$ cat src/rtl/port_rd_frontend.sv
// Egress read frontend for one output port: picks a priority queue, requests its head
// packet, buffers the returned words and replays them as sop / data / eop framing.
module port_rd_frontend #(
    parameter int FIFO_DEPTH   = 16,
    parameter int PAUSE_MARGIN = 4
) (
    input  logic        clk,
    input  logic        rst_n,
    input  logic        wrr_enable,
    input  logic [7:0]  queue_empty,
    input  logic        ready,
    output logic        pop_request,
    output logic [2:0]  pop_prior,
    input  logic        pop_ack,
    input  logic        xfer_data_vld,
    input  logic [15:0] xfer_data,
    input  logic        xfer_end_of_packet,
    output logic        xfer_pause,
    output logic        rd_sop,
    output logic        rd_eop,
    output logic        rd_vld,
    output logic [15:0] rd_data,
    output logic        overflow_err
);
    localparam int AW = $clog2(FIFO_DEPTH);
    localparam int CW = AW + 1;

    typedef enum logic [2:0] {S_IDLE, S_REQ, S_SOP, S_DATA, S_EOP} state_e;

    state_e        state_q, state_d;
    logic          pop_request_q, pop_request_d;
    logic [2:0]    pop_prior_q, pop_prior_d;
    logic [2:0]    rr_ptr_q, rr_ptr_d;
    logic          rd_sop_q, rd_sop_d;
    logic          rd_eop_q, rd_eop_d;
    logic          rd_vld_q, rd_vld_d;
    logic [15:0]   rd_data_q, rd_data_d;
    logic          last_q, last_d;
    logic          xfer_pause_q, xfer_pause_d;
    logic          overflow_q, overflow_d;

    logic [16:0]   mem_q [FIFO_DEPTH];
    logic [AW-1:0] wr_ptr_q, wr_ptr_d;
    logic [AW-1:0] rd_ptr_q, rd_ptr_d;
    logic [CW-1:0] cnt_q, cnt_d;
    logic          full, push, pop;
    logic [16:0]   head;
    logic [2:0]    grant;

    assign full = (cnt_q == CW'(FIFO_DEPTH));
    assign push = xfer_data_vld && !full;
    assign head = mem_q[rd_ptr_q];

    always_ff @(posedge clk) begin
        if (push) mem_q[wr_ptr_q] <= {xfer_end_of_packet, xfer_data};
    end

    // Scan from the base downwards so the smallest offset from the base wins.
    always_comb begin
        logic [2:0] base;
        logic [2:0] idx;
        base  = wrr_enable ? rr_ptr_q : 3'd0;
        idx   = 3'd0;
        grant = 3'd0;
        for (int i = 7; i >= 0; i--) begin
            idx = base + 3'(i);
            if (!queue_empty[idx]) grant = idx;
        end
    end

    always_comb begin
        wr_ptr_d     = wr_ptr_q + (push ? AW'(1) : AW'(0));
        rd_ptr_d     = rd_ptr_q + (pop ? AW'(1) : AW'(0));
        cnt_d        = cnt_q;
        case ({push, pop})
            2'b10:   cnt_d = cnt_q + CW'(1);
            2'b01:   cnt_d = cnt_q - CW'(1);
            default: cnt_d = cnt_q;
        endcase
        xfer_pause_d = (CW'(FIFO_DEPTH) - cnt_q) <= CW'(PAUSE_MARGIN);
        overflow_d   = overflow_q | (xfer_data_vld & full);
    end

    // last_q marks that the word currently on rd_data closes the packet; eop follows it.
    always_comb begin
        state_d       = state_q;
        pop_request_d = pop_request_q;
        pop_prior_d   = pop_prior_q;
        rr_ptr_d      = rr_ptr_q;
        rd_sop_d      = 1'b0;
        rd_eop_d      = 1'b0;
        rd_vld_d      = 1'b0;
        rd_data_d     = rd_data_q;
        last_d        = 1'b0;
        pop           = 1'b0;
        case (state_q)
            S_IDLE: begin
                if (ready && queue_empty != 8'hFF) begin
                    pop_prior_d   = grant;
                    pop_request_d = 1'b1;
                    state_d       = S_REQ;
                end
            end
            S_REQ: begin
                if (pop_ack) begin
                    pop_request_d = 1'b0;
                    rd_sop_d      = 1'b1;
                    state_d       = S_SOP;
                    if (wrr_enable) rr_ptr_d = pop_prior_q + 3'd1;
                end
            end
            S_SOP, S_DATA: begin
                state_d = S_DATA;
                if (rd_vld_q && last_q) begin
                    rd_eop_d = 1'b1;
                    state_d  = S_EOP;
                end else if (cnt_q != '0) begin
                    pop       = 1'b1;
                    rd_vld_d  = 1'b1;
                    rd_data_d = head[15:0];
                    last_d    = head[16];
                end
            end
            S_EOP:   state_d = S_IDLE;
            default: state_d = S_IDLE;
        endcase
    end

    always_ff @(posedge clk or negedge rst_n) begin
        if (!rst_n) begin
            state_q       <= S_IDLE;
            pop_request_q <= 1'b0;
            pop_prior_q   <= 3'd0;
            rr_ptr_q      <= 3'd0;
            rd_sop_q      <= 1'b0;
            rd_eop_q      <= 1'b0;
            rd_vld_q      <= 1'b0;
            rd_data_q     <= 16'd0;
            last_q        <= 1'b0;
            xfer_pause_q  <= 1'b0;
            overflow_q    <= 1'b0;
            wr_ptr_q      <= '0;
            rd_ptr_q      <= '0;
            cnt_q         <= '0;
        end else begin
            state_q       <= state_d;
            pop_request_q <= pop_request_d;
            pop_prior_q   <= pop_prior_d;
            rr_ptr_q      <= rr_ptr_d;
            rd_sop_q      <= rd_sop_d;
            rd_eop_q      <= rd_eop_d;
            rd_vld_q      <= rd_vld_d;
            rd_data_q     <= rd_data_d;
            last_q        <= last_d;
            xfer_pause_q  <= xfer_pause_d;
            overflow_q    <= overflow_d;
            wr_ptr_q      <= wr_ptr_d;
            rd_ptr_q      <= rd_ptr_d;
            cnt_q         <= cnt_d;
        end
    end

    assign pop_request  = pop_request_q;
    assign pop_prior    = pop_prior_q;
    assign rd_sop       = rd_sop_q;
    assign rd_eop       = rd_eop_q;
    assign rd_vld       = rd_vld_q;
    assign rd_data      = rd_data_q;
    assign xfer_pause   = xfer_pause_q;
    assign overflow_err = overflow_q;
endmodule

$ cat config.mk
export PLATFORM = sky130hd
export DESIGN_NAME = port_rd_frontend
export DESIGN_NICKNAME = d
export VERILOG_FILES = /design/src/rtl/port_rd_frontend.sv
export SDC_FILE = /design/constraint.sdc
export NUM_CORES = 1
export LEC_CHECK = 0
export CORE_MARGIN = 5
export CORE_UTILIZATION = 50
export DETAILED_ROUTE_END_ITERATION = 8
export PLACE_DENSITY = 0.69
export SLEW_MARGIN = 20
export SYNTH_ARGS = -nofsm -noshare
export SYNTH_HDL_FRONTEND = slang
export SYNTH_SLANG_ARGS = --single-unit
$ cat constraint.sdc
create_clock -name clk -period 4.6 [get_ports clk]
set_input_delay 0.69 -clock clk [delete_from_list [all_inputs] [get_ports clk]]
set_output_delay 0.69 -clock clk [all_outputs]
set_load 0.005 [all_outputs]
After elaboration in Yosys (flattened, before gate mapping)
Memory sizes are Yosys's and may differ from the RTL's.
Index checks and enable logic that the tools add are counted.
{"block": "op_classes", "n_div": 0, "n_reduce_logical": 14, "n_mux": 47, "bitwise": 3, "add_sub_neg": 13, "mul": 0, "order_cmp": 9, "n_eq_ne": 9, "shift": 0}
{"operator": "two-way mux 3 bit", "count": 12}
{"operator": "< comparator 3 x 4 -> 1 bit, second input constant", "count": 8}
{"operator": "binary-select mux 1 bit (select 3 bit)", "count": 8}
{"operator": "two-way mux 1 bit", "count": 24}
{"operator": "adder 3 bit, second input constant", "count": 4}
{"operator": "one-hot mux 5 bit (2 select lines)", "count": 1}
{"operator": "one-hot mux 3 bit (3 select lines)", "count": 1}
{"operator": "AND reduction 3 bit", "count": 3}
{"operator": "adder 4 x 1 -> 4 bit", "count": 2}
{"operator": "inequality test 8 bit, second input constant", "count": 1}
{"operator": "adder 3 x 1 -> 3 bit, second input constant", "count": 2}
{"operator": "adder 3 x 2 -> 3 bit, second input constant", "count": 2}
{"operator": "== test 3 x 2 -> 1 bit, second input constant", "count": 2}
{"operator": "adder 5 x 1 -> 5 bit, second input constant", "count": 1}
{"operator": "== test 5 bit, second input constant", "count": 1}
{"operator": "less-or-equal comparator 5 x 3 -> 1 bit, second input constant", "count": 1}
{"operator": "nonzero test 5 bit", "count": 1}
{"operator": "subtractor 5 x 1 -> 5 bit, second input constant", "count": 1}
{"operator": "subtractor 5 bit, first input constant", "count": 1}
{"operator": "inequality test 2 bit, second input constant", "count": 2}
{"operator": "AND reduction 2 bit", "count": 2}
{"operator": "nonzero test 2 bit", "count": 2}
{"operator": "== test 3 x 1 -> 1 bit, second input constant", "count": 1}
{"operator": "logical AND 1 bit", "count": 3}
{"operator": "other kinds (9)", "count": 9}
{"block": "word_totals", "latch_bits": 0, "memories": 1, "ram_bits": 272, "regBits": 45, "in_bits": 31, "romBits": 0, "word_cells": 110, "output_inout_bits": 25}
{"name": "mem_q", "depth": 16, "word_bits": 17, "rd": 1, "rd_ports_with_merged_regs": 0, "write_ports": 1, "line": "42", "rtl": "logic [16:0] mem_q [FIFO_DEPTH];"}

Logic depth before layout (Yosys ltp)
Gate-level depths: netlist of run 1.
{"block": "logic_depth", "word_depth": 12, "mapped_depth": 15, "ltp_nobuf": 12}

Worst setup path after synthesis of run 1
No wires, ideal clock.
{"block": "synth_timing", "path_kind": "flip-flop to flip-flop", "start": "register cnt_q[1]", "end": "register cnt_q[4]", "arrival_ps": 3177, "setup_ps": 123, "setup_slack_ps": 1300, "synth_period_minus_slack_ps": 3300, "stages_incl_launch_ff": 16, "t_required_ps": 4477, "path_buffers": 3, "path_cell_list": "dfrtp_1 clkbuf_1 nor4_1 ha_1 nor2_1 clkbuf_1 ha_1 clkbuf_1 xor2_1 ha_1 o21ai_0 a21oi_1 a21oi_1 xor2_1 nor2_1 xnor2_1"}
{"block": "synth_via", "elab_chain_len": 6, "elab_cells_between_ends": 13, "classes_between": "2 x add/sub; 3 x eq/ne; 4 x mux; 4 x reduce/logical"}
{"element": "from (decl)", "line": "45", "rtl": "logic [CW-1:0] cnt_q, cnt_d;"}
{"element": "from (signal assigned)", "line": "159", "rtl": "cnt_q <= cnt_d;"}
{"element": "nonzero test 5 bit *", "line": "117", "rtl": "end else if (cnt_q != '0) begin"}
{"element": "two-way mux 1 bit *", "line": "117"}
{"element": "two-way mux 1 bit *", "line": "114", "rtl": "if (rd_vld_q && last_q) begin"}
{"element": "two-way mux 1 bit *", "line": "96", "rtl": "case (state_q)"}
{"element": "via pop", "line": "46", "rtl": "logic full, push, pop;"}
{"element": "== test 2 x 1 -> 1 bit / == test 2 bit (equally long branches)", "line": "75", "rtl": "case ({push, pop})"}
{"element": "one-hot mux 5 bit (2 select lines) / nonzero test 2 bit (equally long branches)"}
Mark *: on every way through the listed nets, which the timed path passes. The rest lies on a longest branch.
A chain may end at the register's enable or synchronous reset.

Worst setup path in the final report of run 1
{"block": "layout_timing", "start": "register cnt_q[1]", "end": "register cnt_q[4]"}
{"block": "layout_via", "elab_chain_len": 6, "elab_cells_between_ends": 13, "classes_between": "2 x add/sub; 3 x eq/ne; 4 x mux; 4 x reduce/logical"}
{"element": "nonzero test 5 bit", "line": "117"}
{"element": "two-way mux 1 bit", "line": "117"}
{"element": "two-way mux 1 bit", "line": "114"}
{"element": "two-way mux 1 bit", "line": "96"}
{"element": "== test 2 x 1 -> 1 bit / == test 2 bit (equally long branches)", "line": "75"}
{"element": "one-hot mux 5 bit (2 select lines) / nonzero test 2 bit (equally long branches)"}
Parallel ways exist; a longest one is shown, timed or not.

==> summary.md, run 1 <==
| Metric | Value |
|---|---|
| Status | complete, no violations |
| Via count | 6910 |
| Main synth FF type | edfxtp_1 |
| Crit path depth | 13 |
| CP arrival | 3.70 ns |
| Delay-heaviest family, CP | adder cells |
| Crit Path Category | reg -> reg |
| Relative slew margins | 33.87% |
| Met1 wire length | 11720 um |
| Final hold vios | 0 |
| Critical path cell sequence | nor4_1 > ha_1 > nor2_2 > buf_4 > ha_1 > xor2_1 > ha_1 > o21ai_0 > a21oi_1 > a21oi_1 > xor2_1 > nor2_1 > xnor2_1 |
| H-Tree Depth | 1 |
| LEAKAGE | 5.119 nW |
| Post-synthesis cell area | 13210 sq um |
| Top Metal Used | met4 |
| RSZ-0062 raised after global routing | no |
| Crit path launch | cnt_q[1] |
| Area grow syn2layout | 15.19% |
| Core Box Area | 26060 sq um |
| Slew Viols, Final | 0 |
| Root Driver | clkbuf_16 |
| Chip width | 172.5 um |
| WL met3 | 1921 um |
| Commonest cells after routing, fill and taps aside | 272 x edfxtp_1, 80 x mux4_2, 54 x clkdlybuf4s50_1 |
| Buffers plus inverters on the worst setup path | 1 |
| Achievable Freq | 306.7 MHz |
| CP required | 5.04 ns |
| DIE AREA | 29760 sq um |
| Ys Warns | 0 |
| Crit path launch type | flip-flop |
| Die Ht | 172.5 um |
| Worst reg2reg startpoint | cnt_q[1] |
| Drt drc | 0 |
| Async set-reset flop share out of synthesis | 14.20% |
| # diodes | 0 |
| Critical Path Fanout Max | 21 |
| Vias in the first global route | 7211 |
| Area after DPL | 14250 sq um |
| Synthesis-stage register bit count | 317 |
| Wirelength per Cell | 24.81 um |
| Post_cts resized | 0 |
| Total grt overflow | 0 |
| DP Wirelength | 16320 um |
| Max incr delay on CP | 0.51 ns |
| Worst slew pin tran | 0.9920 ns |
| Crit path max-delay cell type | nor4_1 |
| Most common cell after layout, fill and taps aside | edfxtp_1 |
| Path depth of the worst reg2reg path | 13 |
| Worst hold path class | in -> async |
| Tot Pwr | 9.516 mW |
| Post-Route WL | 28130 um |
| Critical R2R Capture | cnt_q[4] |
| Final setup vio count | 0 |
| Total clock buffers created by CTS | 31 |
| Post-synthesis net count | 739 |
| Nets | 817 |
| Global-route wire length before repair | 43550 um |
| Area of the multi-input gates | 3774 sq um |
| Critical path capture point | cnt_q[4] |
| Post-synth EDFFs | 272 |
| Number of max-cap violations | 0 |
| Sequential area share after synthesis | 70.38% |
| Clk slew on worst S/H paths | 0.06 ns |
| Post-CTS setup buffer count | 0 |
| Sink Count | 317 |
| Clock skew | 0.01330 ns |
| Num rows | 59 |
| Via/cell ratio | 6.093 |
| Fin Setup TNS | 0 ns |
| Layout cell share with drive strength beyond 1 | 26.28% |
| Util after Layout | 58.37% |
| Mapped Cells | 696 |
| Worst reg-to-reg setup slack | 1.34 ns |
| Boundary Pins | 56 |
| Largest net degree at the start of global routing | 75 |
| Filler cells | 1887 |
| PortBufs | 55 |
| Maximum VDD drop | 0.0003886 V |
| Gr usage total | 18.79% |
| CP endpoint kind | flip-flop |
| DR iter-0 viols | 598 |
| GP Congestion | 0.8065 |
| CTS tree | built |
| Antenna violations before repair | 0 |
| Unique masters post-synth | 63 |
| Final ANT Viol Nets | 0 |
| Fin crit share | 70.88% |
| Hold WS | 0.2619 ns |
| Clock buffer depth | 3 |
| Drt pass-1 iters | 5 |
| Post-cts hold buffer count | 0 |
| Met2 routed WL | 13940 um |
| Cell area after layout | 15210 sq um |
| Most frequent CP cell | ha_1 |
| Register area | 9299 sq um |
| PwrDens | 625.6 nW/um^2 |
| Initial Util | 50.67% |
| Worst-skew pair later-pin latency | 0.57 ns |
| Min cycle time layout | 3.261 ns |
| Avg Cell Area, Syn | 18.97 sq um |
-- metal layers --
metal | track usage [%] | vias up
met5 | 0 | -
met2 | 30.81 | 267
li1 | - | 2984
met1 | 26.70 | 3619
met4 | 4.160 | 0
met3 | 3.424 | 40
-- cell families after synthesis --
| group | synth area share, % |
|---|---|
| AO/OA/AOI/OAI | 3.601 |
| multiplexers | 18.62 |
| buffers and inverters | 1.440 |
| flip-flops | 70.38 |
| XOR/XNOR | 1.118 |
| AND/OR/NAND/NOR | 3.705 |
| adder cells (fa/ha/maj) | 1.137 |
-- cells in the mapped netlist, types with 6 or more instances --
master | count | area (sq um)
nand2_1 | 33 | 123.9
xor2_1 | 9 | 78.83
ha_1 | 12 | 150.1
mux2_2 | 34 | 382.9
mux2i_1 | 19 | 190.2
mux4_2 | 80 | 1802
o21ai_0 | 13 | 65.06
dfrtp_1 | 45 | 1126
inv_1 | 7 | 26.28
edfxtp_1 | 272 | 8168
xnor2_1 | 6 | 52.55
a21oi_1 | 18 | 90.09
buf_2 | 11 | 55.05
a22oi_1 | 6 | 45.04
nor2_1 | 29 | 108.9
clkbuf_1 | 15 | 56.30
-- registers in the layout (all words and copies together), names as in the netlist, 3 cells and up --
signal     flops
cnt_q          5
rr_ptr_q       3
mem_q        272
wr_ptr_q       4
rd_data       16
pop_prior      3
state_q        3
rd_ptr_q       4
-- power breakdown --
| part | internal (mW) | total, mW | switching, mW |
|---|---|---|---|
| logic | 1.65 | 3.26 | 1.61 |
| registers | 3.60 | 3.89 | 0.286 |
| clock network | 1.34 | 2.37 | 1.03 |
-- worst min-delay path by stage --
stage	to	cells past startpoint	startpoint	slack, ns
6_report	rd_data[8]	2	rst_n	0.26
5_1_grt	rd_data[8]	2	rst_n	0.31
4_1_cts	rd_data[6]	2	rst_n	0.28
3_5_place_dp	overflow_err	1	overflow_err	0.45
3_3_place_gp	overflow_err	1	overflow_err	0.44
2_1_floorplan	cnt_q[0]	0	rst_n	0.39
-- worst register-to-register path, stage by stage, from the launching register on --
cell and delay [ns]:
dfrtp_1 0.46, nor4_1 0.51, ha_1 0.26, nor2_2 0.04, buf_4 0.25, ha_1 0.39, xor2_1 0.19, ha_1 0.23
o21ai_0 0.16, a21oi_1 0.10, a21oi_1 0.19, xor2_1 0.17, nor2_1 0.07, xnor2_1 0.12
-- through the flow --
step	worst slack [ns]	std cells
after floorplan	1.300	696
final	1.339	1134
after global routing	1.025	1134
after global placement	0.9845	1076
after detailed placement	0.9614	1076
after CTS	1.364	1134
-- area by class of cell --
class                      instances  share of cell area [%]
sequential                       317                   61.13
multi-input combinational        338                   24.81
inverter                           8                  0.1974
clock inverter                    17                  0.7568
tap                              335                   2.756
timing repair buffer              78                   4.804
clock buffer                      41                   5.544
Power figures use the tool's default switching activity.
==> run 2: changes to the inputs <==
Clock period 4.6 ns to 3.3 ns, I/O delays scaled along.
==> summary.md, run 2 (synthesis gave the netlist of run 1 again) <==
| Metric | Value |
|---|---|
| Status | complete, no violations (unchanged) |
| Post-Route WL | 28970 um (was 28130 um) |
| Drt pass-1 iters | 5 (unchanged) |
| Fin Setup TNS | 0 ns (unchanged) |
| RSZ-0062 raised after global routing | no (unchanged) |
| Fin cells | 1149 (was 1134) |
| Register area | 9299 sq um (unchanged) |
| Area grow syn2layout | 17.65% (was 15.19%) |
| Boundary Pins | 56 (unchanged) |
| Global-route wire length before repair | 45330 um (was 43550 um) |
| Filler cells | 1893 (was 1887) |
| Antenna violations before repair | 0 (unchanged) |
| CP required | 3.69 ns (was 5.04 ns) |
| GP Congestion | 0.8266 (was 0.8065) |
| Number of flip-flops in the largest register | 272 (unchanged) |
| DR iter-0 viols | 540 (was 598) |
| CTS tree | built (unchanged) |
| Number of max-cap violations | 0 (unchanged) |
| Num rows | 59 (unchanged) |
| Maximum VDD drop | 0.0006319 V (was 0.0003886 V) |
| Layout cell share with drive strength beyond 1 | 28.26% (was 26.28%) |
| Achievable Freq | 324.8 MHz (was 306.7 MHz) |
| Worst slew pin tran | 0.9243 ns (was 0.9920 ns) |
| Pre-CTS setup slack | 0.08710 ns (was 0.9614 ns) |
| H-Tree Depth | 2 (was 1) |
| Final hold vios | 0 (unchanged) |
| Chip width | 172.5 um (unchanged) |
| Clk slew on worst S/H paths | 0.06 ns (about the same) |
| Total clock buffers created by CTS | 34 (was 31) |
| Total grt overflow | 0 (unchanged) |
| Min cycle time layout | 3.079 ns (was 3.261 ns) |
| CP endpoint kind | flip-flop (unchanged) |
| Root Driver | clkbuf_16 (unchanged) |
| Clock skew | 0.02320 ns (was 0.01330 ns) |
| Final ANT Viol Nets | 0 (unchanged) |
| CP arrival | 3.47 ns (was 3.70 ns) |
| Core Box Area | 26060 sq um (unchanged) |
| Nets | 832 (was 817) |
| # diodes | 0 (unchanged) |
| Fin crit share | 93.29% (was 70.88%) |
| Area of the multi-input gates | 3782 sq um (was 3774 sq um) |
| Critical Path Fanout Max | 9 (was 21) |
| Relative slew margins | 38.38% (was 33.87%) |
| PwrDens | 886.9 nW/um^2 (was 625.6 nW/um^2) |
| Setup ws final | 0.2214 ns (was 1.339 ns) |
| Post-CTS setup buffer count | 0 (unchanged) |
| Largest net degree at the start of global routing | 43 (was 75) |
| Drt drc | 0 (unchanged) |
| Sink Count | 317 (unchanged) |
| Vias in the first global route | 7285 (was 7211) |
| Worst-skew pair later-pin latency | 0.51 ns (was 0.57 ns) |
| Commonest cells after routing, fill and taps aside | 272 x edfxtp_1, 80 x mux4_2, 54 x clkdlybuf4s50_1 (unchanged) |
| Util after Layout | 59.62% (was 58.37%) |
| Wirelength per Cell | 25.22 um (was 24.81 um) |
| DP Wirelength | 17710 um (was 16320 um) |
| PortBufs | 55 (unchanged) |
| Gr usage total | 19.62% (was 18.79%) |
| Die Ht | 172.5 um (unchanged) |
| DIE AREA | 29760 sq um (unchanged) |
| Dpl cells | 1087 (was 1076) |
| Via count | 6853 (was 6910) |
| Slew Viols, Final | 0 (unchanged) |
| Initial Util | 50.67% (unchanged) |
| Tot Pwr | 13.78 mW (was 9.516 mW) |
| Crit Path Category | reg -> reg (unchanged) |
| Largest register by flop count | mem_q (unchanged) |
| Worst hold path class | reg -> reg (was in -> async) |
| Final setup vio count | 0 (unchanged) |
| Most common cell after layout, fill and taps aside | edfxtp_1 (unchanged) |
| Clock buffer depth | 3 (unchanged) |
| Via/cell ratio | 5.964 (was 6.093) |
| LEAKAGE | 5.263 nW (was 5.119 nW) |
| Crit path launch type | flip-flop (unchanged) |
[run 2: cell types whose count changed in the layout (fill, tap and decap cells not counted), sizes merged]
cell / before / now
buf: 24 / 35
clkbuf: 41 / 44
clkinv: 14 / 12
bufinv: 1 / 2
dlygate4sd3: 0 / 1
inv: 9 / 10
[run 2: through the flow]
stage          cell area [sq um]  hold WS (ns)
2_1_floorplan              13210        0.1994
3_3_place_gp               14440        0.4434
3_5_place_dp               14440        0.4582
4_1_cts                    15530        0.4727
5_1_grt                    15540        0.4933
6_report                   15540        0.4636
[run 2: path summary, 6_finish.rpt]
check | from | cells after the start | to | slack (ns)
max reg2reg | cnt_q[1] | 12 | cnt_q[4] | 0.22
min reg2reg | overflow_err | 1 | overflow_err | 0.46
max | cnt_q[1] | 12 | cnt_q[4] | 0.22
min | overflow_err | 1 | overflow_err | 0.46
min in group asynchronous | rst_n | 2 | rd_data[11] | 0.47
max in group asynchronous | rst_n | 3 | rd_ptr_q[0] | 1.96
[run 2: power by group]
group / total (mW) / leakage, nW / internal [mW] / switching (mW)
clock: 3.65 / 0.530 / 2.16 / 1.48
combinational: 4.59 / 1.74 / 2.40 / 2.19
sequential: 5.54 / 2.99 / 5.02 / 0.526
[run 2: routing by layer]
metal,wire length [um],vias up,GRT usage [%]
li1,-,3026,-
met1,12240,3570,27.63
met2,14690,219,32.80
met3,1612,38,3.380
met4,434,0,3.962
met5,0,-,0
[run 2: area by class of cell]
| type | instances | area share (%) |
|---|---|---|
| well taps | 335 | 2.698 |
| clock inverters | 17 | 0.9825 |
| inverters | 8 | 0.1933 |
| multi-input cells | 338 | 24.35 |
| repair buffers | 90 | 5.943 |
| clock buffers | 44 | 5.984 |
| flip-flops and latches | 317 | 59.85 |
[run 2: timing repair]
action,in CTS,in global routing
endpoints found under the setup margin,0,1
resized for setup,0,2
hold buffers,1,0
hold endpoints to repair,11,0
[run 2: critical path, cell delays in order, from the launching register on]
cell	delay (ns)
dfrtp_1	0.48
nor4_2	0.46
ha_1	0.25
nand2b_1	0.25
ha_2	0.35
xor2_1	0.11
ha_1	0.23
o21ai_0	0.21
a21oi_1	0.11
a21oi_1	0.19
xor2_1	0.16
nor2_1	0.06
xnor2_1	0.12
==> run 3: changes to the inputs <==
Settings changed: CAP_MARGIN set to 10, SLEW_MARGIN 20 to unset.
==> results of run 3 <==
No change in the layout: final DEF, timing and power equal those of run 2.
